File: config.mk
export PLATFORM = sky130hd
export DESIGN_NAME = trap_sequencer
export DESIGN_NICKNAME = d
export VERILOG_FILES = /design/src/rtl/trap_sequencer.sv
export SDC_FILE = /design/constraint.sdc
export NUM_CORES = 1
export LEC_CHECK = 0
export CAP_MARGIN = 20
export CORE_MARGIN = 2
export CORE_UTILIZATION = 45
export CTS_CLUSTER_DIAMETER = 30
export DETAILED_ROUTE_END_ITERATION = 10
export PLACE_DENSITY = 0.84
export REMOVE_ABC_BUFFERS = 1
export SYNTH_ARGS = -nofsm -noshare
export SYNTH_HDL_FRONTEND = slang
export SYNTH_SLANG_ARGS = --single-unit
File: constraint.sdc
create_clock -name clk_i -period 3.3 [get_ports clk_i]
set_input_delay 0.66 -clock clk_i [delete_from_list [all_inputs] [get_ports clk_i]]
set_output_delay 0.66 -clock clk_i [all_outputs]
set_load 0.02 [all_outputs]
File: src/rtl/trap_sequencer.sv
// trap_sequencer: serialises trap entry (mepc/mcause/mtval writes, mtvec read) and mret (mepc read),
// owning the CSR port while busy and redirecting fetch at the end of each sequence.
module trap_sequencer #(
    parameter int XLEN    = 32,
    parameter int CAUSE_W = 4
) (
    input  logic               clk_i,
    input  logic               rst_i,
    input  logic               exc_valid_i,
    input  logic [CAUSE_W-1:0] exc_cause_i,
    input  logic [XLEN-1:0]    exc_pc_i,
    input  logic [XLEN-1:0]    exc_tval_i,
    input  logic               mret_i,
    output logic               exc_ready_o,
    output logic [11:0]        csr_addr_o,
    output logic [XLEN-1:0]    csr_wdata_o,
    output logic               csr_we_o,
    input  logic [XLEN-1:0]    csr_rdata_i,
    output logic               stall_o,
    output logic               flush_o,
    output logic               redirect_valid_o,
    output logic [XLEN-1:0]    redirect_pc_o
);
    typedef enum logic [2:0] {IDLE, W_MEPC, W_MCAUSE, W_MTVAL, R_MTVEC, R_MEPC, REDIRECT} state_e;
    state_e             state_q, state_d;
    logic [CAUSE_W-1:0] cause_q, cause_d;
    logic [XLEN-1:0]    pc_q, pc_d, tval_q, tval_d, target_q, target_d;
    logic               cause_ok;
    assign cause_ok = cause_q inside {CAUSE_W'(0), CAUSE_W'(2), CAUSE_W'(4), CAUSE_W'(6)};
    assign stall_o  = (state_q != IDLE) && !rst_i;
    always_ff @(posedge clk_i) begin
        if (rst_i) begin
            state_q  <= IDLE;
            cause_q  <= '0;
            pc_q     <= '0;
            tval_q   <= '0;
            target_q <= '0;
        end else begin
            state_q  <= state_d;
            cause_q  <= cause_d;
            pc_q     <= pc_d;
            tval_q   <= tval_d;
            target_q <= target_d;
        end
    end
    // Outputs are forced low while reset is held so an aborted sequence issues no further writes.
    always_comb begin
        state_d          = state_q;
        cause_d          = cause_q;
        pc_d             = pc_q;
        tval_d           = tval_q;
        target_d         = target_q;
        exc_ready_o      = 1'b0;
        csr_addr_o       = 12'h000;
        csr_wdata_o      = '0;
        csr_we_o         = 1'b0;
        flush_o          = 1'b0;
        redirect_valid_o = 1'b0;
        redirect_pc_o    = '0;
        if (!rst_i) begin
            case (state_q)
                IDLE: begin
                    exc_ready_o = exc_valid_i | mret_i;
                    if (exc_ready_o) begin
                        cause_d = exc_cause_i;
                        pc_d    = exc_pc_i;
                        tval_d  = exc_tval_i;
                        state_d = exc_valid_i ? W_MEPC : R_MEPC;
                    end
                end
                W_MEPC: begin
                    csr_addr_o  = 12'h341;
                    csr_wdata_o = {pc_q[XLEN-1:2], 2'b00};
                    csr_we_o    = 1'b1;
                    flush_o     = 1'b1;
                    state_d     = W_MCAUSE;
                end
                W_MCAUSE: begin
                    csr_addr_o  = 12'h342;
                    csr_wdata_o = XLEN'(cause_ok ? cause_q : CAUSE_W'(2));
                    csr_we_o    = 1'b1;
                    state_d     = W_MTVAL;
                end
                W_MTVAL: begin
                    csr_addr_o  = 12'h343;
                    csr_wdata_o = tval_q;
                    csr_we_o    = 1'b1;
                    state_d     = R_MTVEC;
                end
                R_MTVEC: begin
                    csr_addr_o = 12'h305;
                    target_d   = {csr_rdata_i[XLEN-1:2], 2'b00};
                    state_d    = REDIRECT;
                end
                R_MEPC: begin
                    csr_addr_o = 12'h341;
                    target_d   = {csr_rdata_i[XLEN-1:2], 2'b00};
                    flush_o    = 1'b1;
                    state_d    = REDIRECT;
                end
                REDIRECT: begin
                    redirect_valid_o = 1'b1;
                    redirect_pc_o    = target_q;
                    state_d          = IDLE;
                end
                default: state_d = IDLE;
            endcase
        end
    end
endmodule

[Word level (Yosys, flattened, before mapping)]
Cells that the tools add are included.
Word-level totals
  logic and storage cells: 44
  bits in registers: 101
Operators by class
  multiplexer cells: 18
  bitwise operators: 1
  reduce and logical (&&, ||, !) cells: 10
  eq/ne operators: 10
Operator list (number)
  32-bit 2-to-1 mux: 3
  32-bit case mux with 3 select lines: 1
  10-bit case mux with 4 select lines: 1
  3-bit case mux with 5 select lines: 1
  10-bit 2-to-1 mux: 1
  3-bit equality test, second input constant: 3
  4-bit by 3-bit equality test with 1-bit output, second input constant: 2
  1-bit 2-to-1 mux: 8
  3-bit by 2-bit equality test with 1-bit output, second input constant: 2
  3-bit 2-to-1 mux: 2
  4-bit by 2-bit equality test with 1-bit output, second input constant: 1
  4-bit zero test: 1
  4-bit 2-to-1 mux: 1
  4-bit nonzero test: 1
  2-bit OR reduction: 2
  3-bit by 1-bit equality test with 1-bit output, second input constant: 1
  3-bit zero test: 1
  3-bit nonzero test: 1
  3-bit OR reduction: 1
  2-bit inequality test, second input constant: 1
  2-bit AND reduction: 1
  1-bit logical AND: 1
  1-bit zero test: 1
  1-bit bitwise OR: 1

[Logic depth before layout (Yosys ltp)]
Gate-level depths: netlist of run 1.
  word-level depth: 5
  depth in mapped cells: 6
  gate-level depth less buffers: 3

[Worst setup path before layout of run 1]
OpenSTA, ideal clock, no wires.
  kind: input port to output port
  start point: input port rst_i
  end point: output port csr_wdata_o[2]
  buffers on the path: 2
  path slack: 603 ps
  arrival: 2037 ps
  stages: 3
  cells stage by stage: buf_2 > clkbuf_1 > a2111oi_0
On the way
  longest elaborated chain between the ends: 1
RTL lines
  start, declared: line 8  | input logic rst_i,
  32-bit 2-to-1 mux: line 60  | if (!rst_i) begin
  end, declared: line 16  | output logic [XLEN-1:0] csr_wdata_o,
Every way passes these cells.

[Worst setup path after layout of run 1]
  start point: register state_q[1]
  end point: output port csr_wdata_o[15]
On the way
  longest elaborated chain between the ends: 3
  elaborated cells between the ends (all ways): 5
  classes of those cells: 3 x eq/ne; 2 x mux
RTL lines
  start, declared: line 25  | state_e state_q, state_d;
  start signal, assigned: line 39  | state_q <= state_d;
  3-bit by 2-bit equality test with 1-bit output or 3-bit by 1-bit equality test with 1-bit output (tied branches): line 61  | case (state_q)
  32-bit case mux with 3 select lines (*): line 61
  32-bit 2-to-1 mux (*): line 60
Mark *: on every way between the ends. The rest lies on a longest branch, timed or not.

==> flow_summary.rst, run 1 <==
.. list-table::
   :header-rows: 1

   * - Metric
     - Value
   * - Minimum clock period
     - 3.16 ns
   * - Worst Path Class, Setup
     - register to output pin
   * - Fmax
     - 317 MHz
   * - Tot Pwr
     - 2.99 mW
   * - Endpoints failing hold
     - 0
   * - Critical path required time
     - 2.64 ns
   * - Number of rows in the core area
     - 38
   * - Pin slew with the least headroom to its limit
     - 0.667 ns
   * - Latest clock arrival within the worst-skew pair
     - 0.36 ns
   * - Commonest cells after routing, fill and taps aside
     - 169 x sky130_fd_sc_hd__clkdlybuf4s50_1, 134 x sky130_fd_sc_hd__nand2b_1, 98 x sky130_fd_sc_hd__dfxtp_1, 66 x sky130_fd_sc_hd__mux2i_1, 62 x sky130_fd_sc_hd__nand2_1
   * - Total congestion overflow after global routing
     - 0
   * - Post-route clock period utilization
     - 95.6%
   * - Largest net degree at the start of global routing
     - 102
   * - Final setup violating endpoints
     - 0
   * - WL final
     - 12600 microns
   * - Synth Area per Inst
     - 8.61 sq um
   * - Kind of launch point of the worst setup path
     - register
   * - Synthesis warning total
     - 0
   * - Flops & latches, synth
     - 99
   * - Share of layout cells above drive strength 1
     - 5.51%
   * - Wire length of the first global-routing pass
     - 19700 microns
   * - Unrepaired setup endpoints after global routing
     - false
   * - Count of buffers inserted at the top-level ports
     - 172
   * - GRT Total Usage
     - 20.9%
   * - DRT iter0 DRCs
     - 230
   * - Total power per unit cell area
     - 435 nW/um^2
   * - Number of buffers added by the clock tree synthesis step
     - 9
   * - Maximum Capacitance Violations
     - 0
   * - Die boundary height
     - 109 microns
   * - Layout Area Growth over Synthesis
     - 39.5%
   * - Placed insts
     - 848
   * - Via density
     - 5.00
   * - Post-synth cell types
     - 27
   * - Post-layout instance count excluding filler cells
     - 866
   * - Final number of max-transition violations
     - 0
   * - Cell leakage power
     - 2.53 nW
   * - Finished Cell Area
     - 6870 sq um
   * - Floorplan die width
     - 109 microns
   * - Antenna violations before repair
     - 0
   * - Run status
     - finished clean
   * - Syn Std Cell Area
     - 4920 sq um
   * - Total number of nets in the final design
     - 825
   * - Final hold slack
     - 0.454 ns
   * - Via count of the first global-routing pass
     - 4172
   * - CP Capture Type
     - output pin
   * - Dpl hpwl
     - 8910 microns
   * - Antenna Violating Nets Remaining
     - 0
   * - Path category of the worst min-delay check
     - register to register
   * - Clock skew after layout
     - 0.00777 ns
   * - Worst slew margin relative to its limit
     - 55.5%
   * - CTS Root Buffer Type
     - sky130_fd_sc_hd__clkbuf_8
   * - First-pass detailed-route iteration total
     - 4
   * - I/O pin count
     - 185
   * - Placed Area
     - 6620 sq um
   * - CTS tree
     - built
   * - Arrival time of data at the critical path endpoint
     - 2.50 ns
   * - Initial core utilization
     - 45.8%
   * - Gate Count Post-Synth
     - 572
   * - Number of vias after detailed routing
     - 4331
   * - Most common library cell in the layout ignoring fill and taps
     - sky130_fd_sc_hd__clkdlybuf4s50_1
   * - Final weighted congestion of routability-driven global placement
     - 0.787
   * - Post-route DRC violation count
     - 0
   * - Clock sink total
     - 99
   * - Diodes inserted
     - 0
   * - Maximum vdd ir drop
     - 0.216 mV
   * - Clk buf depth
     - 2
   * - Core Footprint
     - 10700 sq um
   * - Average wire per standard cell
     - 14.6 microns
   * - Seq/Total Area, Yosys
     - 40.3%
   * - Number of H-tree branching levels
     - 3
   * - Area of the die
     - 11800 sq um
   * - Crit-path max FO
     - 19
   * - Clock transition at path regs
     - 0.10 ns
## cells in the mapped netlist
cell type                     n  area (sq um)
sky130_fd_sc_hd__nand2b_1   134           838
sky130_fd_sc_hd__dfxtp_1     99          1980
sky130_fd_sc_hd__mux2i_1     66           661
sky130_fd_sc_hd__nand2_1     62           233
sky130_fd_sc_hd__nor2_1      37           139
sky130_fd_sc_hd__a21oi_1     33           165
sky130_fd_sc_hd__and2_1      31           194
sky130_fd_sc_hd__a22oi_1     29           218
sky130_fd_sc_hd__clkbuf_1    23          86.3
sky130_fd_sc_hd__buf_2       17          85.1
sky130_fd_sc_hd__buf_4       13          97.6
sky130_fd_sc_hd__nor3_1       6          30.0
sky130_fd_sc_hd__buf_12       3          60.1
sky130_fd_sc_hd__nor3b_1      3          22.5
sky130_fd_sc_hd__inv_1        2          7.51
sky130_fd_sc_hd__nor2b_1      2          12.5
sky130_fd_sc_hd__o21ai_0      2          10.0
sky130_fd_sc_hd__a2111oi_0    1          8.76
sky130_fd_sc_hd__and3b_1      1          8.76
sky130_fd_sc_hd__buf_8        1          15.0
sky130_fd_sc_hd__conb_1       1          3.75
sky130_fd_sc_hd__nand3b_1     1          7.51
sky130_fd_sc_hd__nor3_2       1          10.0
sky130_fd_sc_hd__nor4_1       1          6.26
sky130_fd_sc_hd__nor4b_1      1          8.76
sky130_fd_sc_hd__o21a_1       1          7.51
sky130_fd_sc_hd__or3_1        1          6.26
## cell families (layout without fill, tap and decap cells)
family / after synthesis / in the layout / synth area share (%)
and+or+nand+nor: 281 / 281 / 30.8
AOI/OAI and AO/OA: 66 / 66 / 8.31
muxes: 66 / 66 / 13.4
other: 1 / 8 / 0.0762
DFF: 99 / 99 / 40.3
buffers and inverters: 59 / 206 / 7.14
## area by class of cell
type                    count  area, sq um
fillers                   927         3880
multi-input cells         421         2640
flip-flops and latches     99         1980
repair buffers            188         1860
well taps                 140          175
clock buffers              10          138
clock inverters             6         65.1
inverters                   2         7.51
## flip-flops by register name, summed over array words and instances, names as in the netlist
name      flops
cause_q       4
pc_q         30
state_q       3
target_q     30
tval_q       32
## where the power goes
group / internal [mW] / switching, mW
logic: 0.390 / 0.380
registers: 1.34 / 0.0900
clock network: 0.371 / 0.421
total: 2.10 / 0.892
## per-layer routing
metal / share of wire [%] / wire, microns / global-route usage, % / up-vias
met2: 47 / 5990 / 35.7 / 147
met3: 8.1 / 1030 / 5.30 / 15
met4: 1.6 / 205 / 7.51 / 0
met1: 43 / 5410 / 25.4 / 2027
li1: - / - / - / 2142
met5: 0 / 0 / 0 / -
## critical path: stages (launching register included)
cell	delay, ns
sky130_fd_sc_hd__dfxtp_1	0.62
sky130_fd_sc_hd__nor2_1	0.12
sky130_fd_sc_hd__or3_1	0.35
sky130_fd_sc_hd__buf_4	0.23
sky130_fd_sc_hd__nor2_1	0.18
sky130_fd_sc_hd__clkdlybuf4s50_1	0.63
## final timing paths
check / startpoint / end / slack, ns / cells past startpoint
setup / recovery: state_q[1] / csr_wdata_o[15] / 0.14 / 5
hold / removal: target_q[27] / target_q[27] / 0.45 / 2
setup reg to reg: state_q[1] / pc_q[19] / 1.32 / 5
hold reg to reg: target_q[27] / target_q[27] / 0.45 / 2
## through the flow
| step | TNS [ns] | worst slack [ns] | util, % |
|---|---|---|---|
| floorplan | -3.42 | -0.734 | - |
| global placement | 0 | 0.393 | 61.6 |
| detailed placement | 0 | 0.386 | 61.6 |
| CTS | 0 | 0.118 | 63.5 |
| global route | 0 | 0.00811 | 63.9 |
| finish | 0 | 0.145 | 63.9 |
## what timing repair did
action                     in CTS  in global routing
hold buffers                    0                  0
setup buffers                   0                  0
setup endpoints to repair       1                  1
gates resized for setup         1                  1
Power figures use the tool's default switching activity.
==> run 2: changes to the inputs <==
- GPL_TIMING_DRIVEN: unset -> 0
==> run 2 against run 1 <==
Maximum frequency shrank 2.0%. Critical endpoint is now csr_wdata_o[4]. Largest cell class unchanged. Clock-buffer cell count is the same. Power grew 0.79%. Flip-flop and latch count is the same. Non-clock buffer count shrank 5. Clock power shrank 2.6%.
==> flow_summary.rst, run 2 (same netlist as run 1, synthesis figures left out) <==
.. list-table::
   :header-rows: 1

   * - Metric
     - Value
   * - Run status
     - finished clean
   * - DR WL met2
     - 6090 microns
   * - Antenna violations before repair
     - 1
   * - CTS tree
     - built
   * - Largest registers in the final layout
     - tval_q x32, pc_q x30, target_q x30
   * - Maximum Capacitance Violations
     - 0
   * - Wire length of the first global-routing pass
     - 19400 microns
   * - Met1 wire length
     - 5520 microns
   * - CP Capture Type
     - output pin
   * - Diodes inserted
     - 0
   * - Core Footprint
     - 10700 sq um
   * - Count of buffers inserted at the top-level ports
     - 172
   * - Layout Area Growth over Synthesis
     - 42.6%
   * - Commonest cells after routing, fill and taps aside
     - 154 x sky130_fd_sc_hd__clkdlybuf4s50_1, 133 x sky130_fd_sc_hd__nand2b_1, 96 x sky130_fd_sc_hd__dfxtp_1, 66 x sky130_fd_sc_hd__mux2i_1, 62 x sky130_fd_sc_hd__nand2_1
   * - Hold-fix buffers at CTS
     - 0
   * - Clock group share of total power
     - 25.6%
   * - Placed insts
     - 842
   * - Kind of launch point of the worst setup path
     - primary input
   * - Critical path required time
     - 2.64 ns
   * - CTS Root Buffer Type
     - sky130_fd_sc_hd__clkbuf_8
   * - Worst setup slack before clock tree synthesis
     - -0.547 ns
   * - Number of rows in the core area
     - 38
   * - Clock skew after layout
     - 0.0130 ns
   * - GRT Total Usage
     - 20.6%
   * - Placed Area
     - 6690 sq um
   * - Reg2Reg Depth
     - 4
   * - Post-layout instance count excluding filler cells
     - 862
   * - Most common library cell in the layout ignoring fill and taps
     - sky130_fd_sc_hd__clkdlybuf4s50_1
   * - Final setup violating endpoints
     - 0
   * - Uppermost layer routed
     - met5
   * - Total power per unit cell area
     - 429 nW/um^2
   * - Number of vias after detailed routing
     - 4304
   * - Final number of max-transition violations
     - 0
   * - Minimum clock period
     - 3.22 ns
   * - Number of H-tree branching levels
     - 3
   * - Clock transition at path regs
     - 0.10 ns
   * - Share of layout cells above drive strength 1
     - 5.40%
   * - Crit-path max FO
     - 86
   * - Die boundary height
     - 109 microns
   * - Initial core utilization
     - 45.8%
   * - Fmax
     - 311 MHz
   * - Arrival time of data at the critical path endpoint
     - 2.56 ns
   * - Sum of negative setup slack
     - 0 ns
   * - Net switching power of the design
     - 905 uW
   * - Cell leakage power
     - 2.85 nW
   * - Worst path most repeated cell
     - sky130_fd_sc_hd__buf_16
   * - Maximum vdd ir drop
     - 0.254 mV
   * - Average wire per standard cell
     - 14.9 microns
   * - Combinational Power Share
     - 26.9%
   * - Worst stage delay on the critical path
     - 0.61 ns
   * - DRT iter0 DRCs
     - 188
   * - Design internal power
     - 2.11 mW
   * - Worst Path Class, Setup
     - primary input to output pin
   * - Part of the power in registers
     - 47.5%
   * - Fin util
     - 65.3%
   * - Hold Path Stages
     - 2
   * - I/O pin count
     - 185
   * - Crit path cell chain
     - buf_6 > buf_16 > or3_4 > buf_16 > nor2_1 > clkdlybuf4s50_1
   * - Floorplan die width
     - 109 microns
   * - Clk buf depth
     - 2
   * - Pin slew with the least headroom to its limit
     - 0.602 ns
   * - Latest clock arrival within the worst-skew pair
     - 0.35 ns
   * - Finished Cell Area
     - 7020 sq um
   * - Unrepaired setup endpoints after global routing
     - false
   * - Post-route DRC violation count
     - 0
   * - Clock sink total
     - 99
   * - Total number of nets in the final design
     - 821
   * - Worst slew margin relative to its limit
     - 59.9%
   * - Max reg flops
     - 32
   * - Total congestion overflow after global routing
     - 0
   * - Path category of the worst min-delay check
     - register to register
   * - Via density
     - 4.99
   * - Cell with the largest stage delay on the worst path
     - sky130_fd_sc_hd__clkdlybuf4s50_1
   * - Antenna Violating Nets Remaining
     - 0
   * - Largest net degree at the start of global routing
     - 87
   * - First-pass detailed-route iteration total
     - 4
   * - Register containing the most flip-flops in the final layout
     - tval_q
   * - Worst Setup Slack, final
     - 0.0811 ns
   * - Dpl hpwl
     - 8800 microns
   * - Post-route clock period utilization
     - 97.5%
   * - Number of buffers added by the clock tree synthesis step
     - 9
   * - Final weighted congestion of routability-driven global placement
     - 0.756
   * - WL final
     - 12900 microns
   * - Area of the die
     - 11800 sq um
   * - Layout fillers
     - 893
   * - Routed met3 length
     - 1070 microns
   * - Via count of the first global-routing pass
     - 4100
   * - Tot Pwr
     - 3.01 mW
   * - Net Sw Frac
     - 30.1%
   * - Endpoints failing hold
     - 0
   * - Final hold slack
     - 0.456 ns
-- run 2: cell types whose count changed in the layout (fill, tap and decap cells not counted), moves of 2 or more --
cell | previous run | this run
sky130_fd_sc_hd__buf_16 | 1 | 5
sky130_fd_sc_hd__buf_4 | 16 | 1
sky130_fd_sc_hd__buf_6 | 0 | 4
sky130_fd_sc_hd__clkdlybuf4s50_1 | 169 | 154
sky130_fd_sc_hd__clkinv_4 | 2 | 0
sky130_fd_sc_hd__dfxtp_1 | 98 | 96
sky130_fd_sc_hd__dfxtp_2 | 1 | 3
sky130_fd_sc_hd__dlymetal6s2s_1 | 0 | 16
-- run 2: worst max-delay path: cells and delay by family --
kind,cells,cell delay (ns)
buffers and inverters,4,1.25
and+or+nand+nor,2,0.60
-- run 2: worst paths after layout --
kind                                   start             end  slack (ns)
worst max-delay path                   rst_i  csr_wdata_o[4]        0.08
worst min-delay path            target_q[11]    target_q[11]        0.46
worst max register to register    state_q[0]      tval_q[13]        1.41
worst min register to register  target_q[11]    target_q[11]        0.46
-- run 2: cell type report --
| cell class | instances | area [sq um] | area share (%) |
|---|---|---|---|
| flip-flops and latches | 99 | 1990 | 28.3 |
| inverters | 2 | 7.51 | 0.107 |
| clock inverters | 6 | 63.8 | 0.909 |
| repair buffers | 183 | 1990 | 28.4 |
| well taps | 140 | 175 | 2.50 |
| multi-input cells | 422 | 2670 | 38.0 |
| clock buffers | 10 | 128 | 1.82 |
-- run 2: power groups by stage --
| stage | Combinational [mW] | Sequential [mW] | Clock [mW] |
|---|---|---|---|
| after floorplan | 0.469 | 1.43 | 0 |
| after global placement | 0.763 | 1.44 | 0 |
| after detailed placement | 0.780 | 1.45 | 0 |
| after CTS | 0.795 | 1.43 | 0.790 |
| after global routing | 0.872 | 1.45 | 0.846 |
| final | 0.810 | 1.43 | 0.772 |
-- run 2: per-layer routing --
| metal | up-vias | GRT usage, % |
|---|---|---|
| met1 | 1985 | 26.1 |
| li1 | 2138 | - |
| met3 | 18 | 6.03 |
| met5 | - | 0 |
| met2 | 161 | 34.1 |
| met4 | 2 | 5.77 |
-- run 2: repair_timing --
action / 4_1_cts / 5_1_grt
gates resized for setup: 8 / 18
pin swaps: 0 / 1
gates cloned: 1 / 1
buffers inserted: 0 / 2
endpoints found under the setup margin: 58 / 44
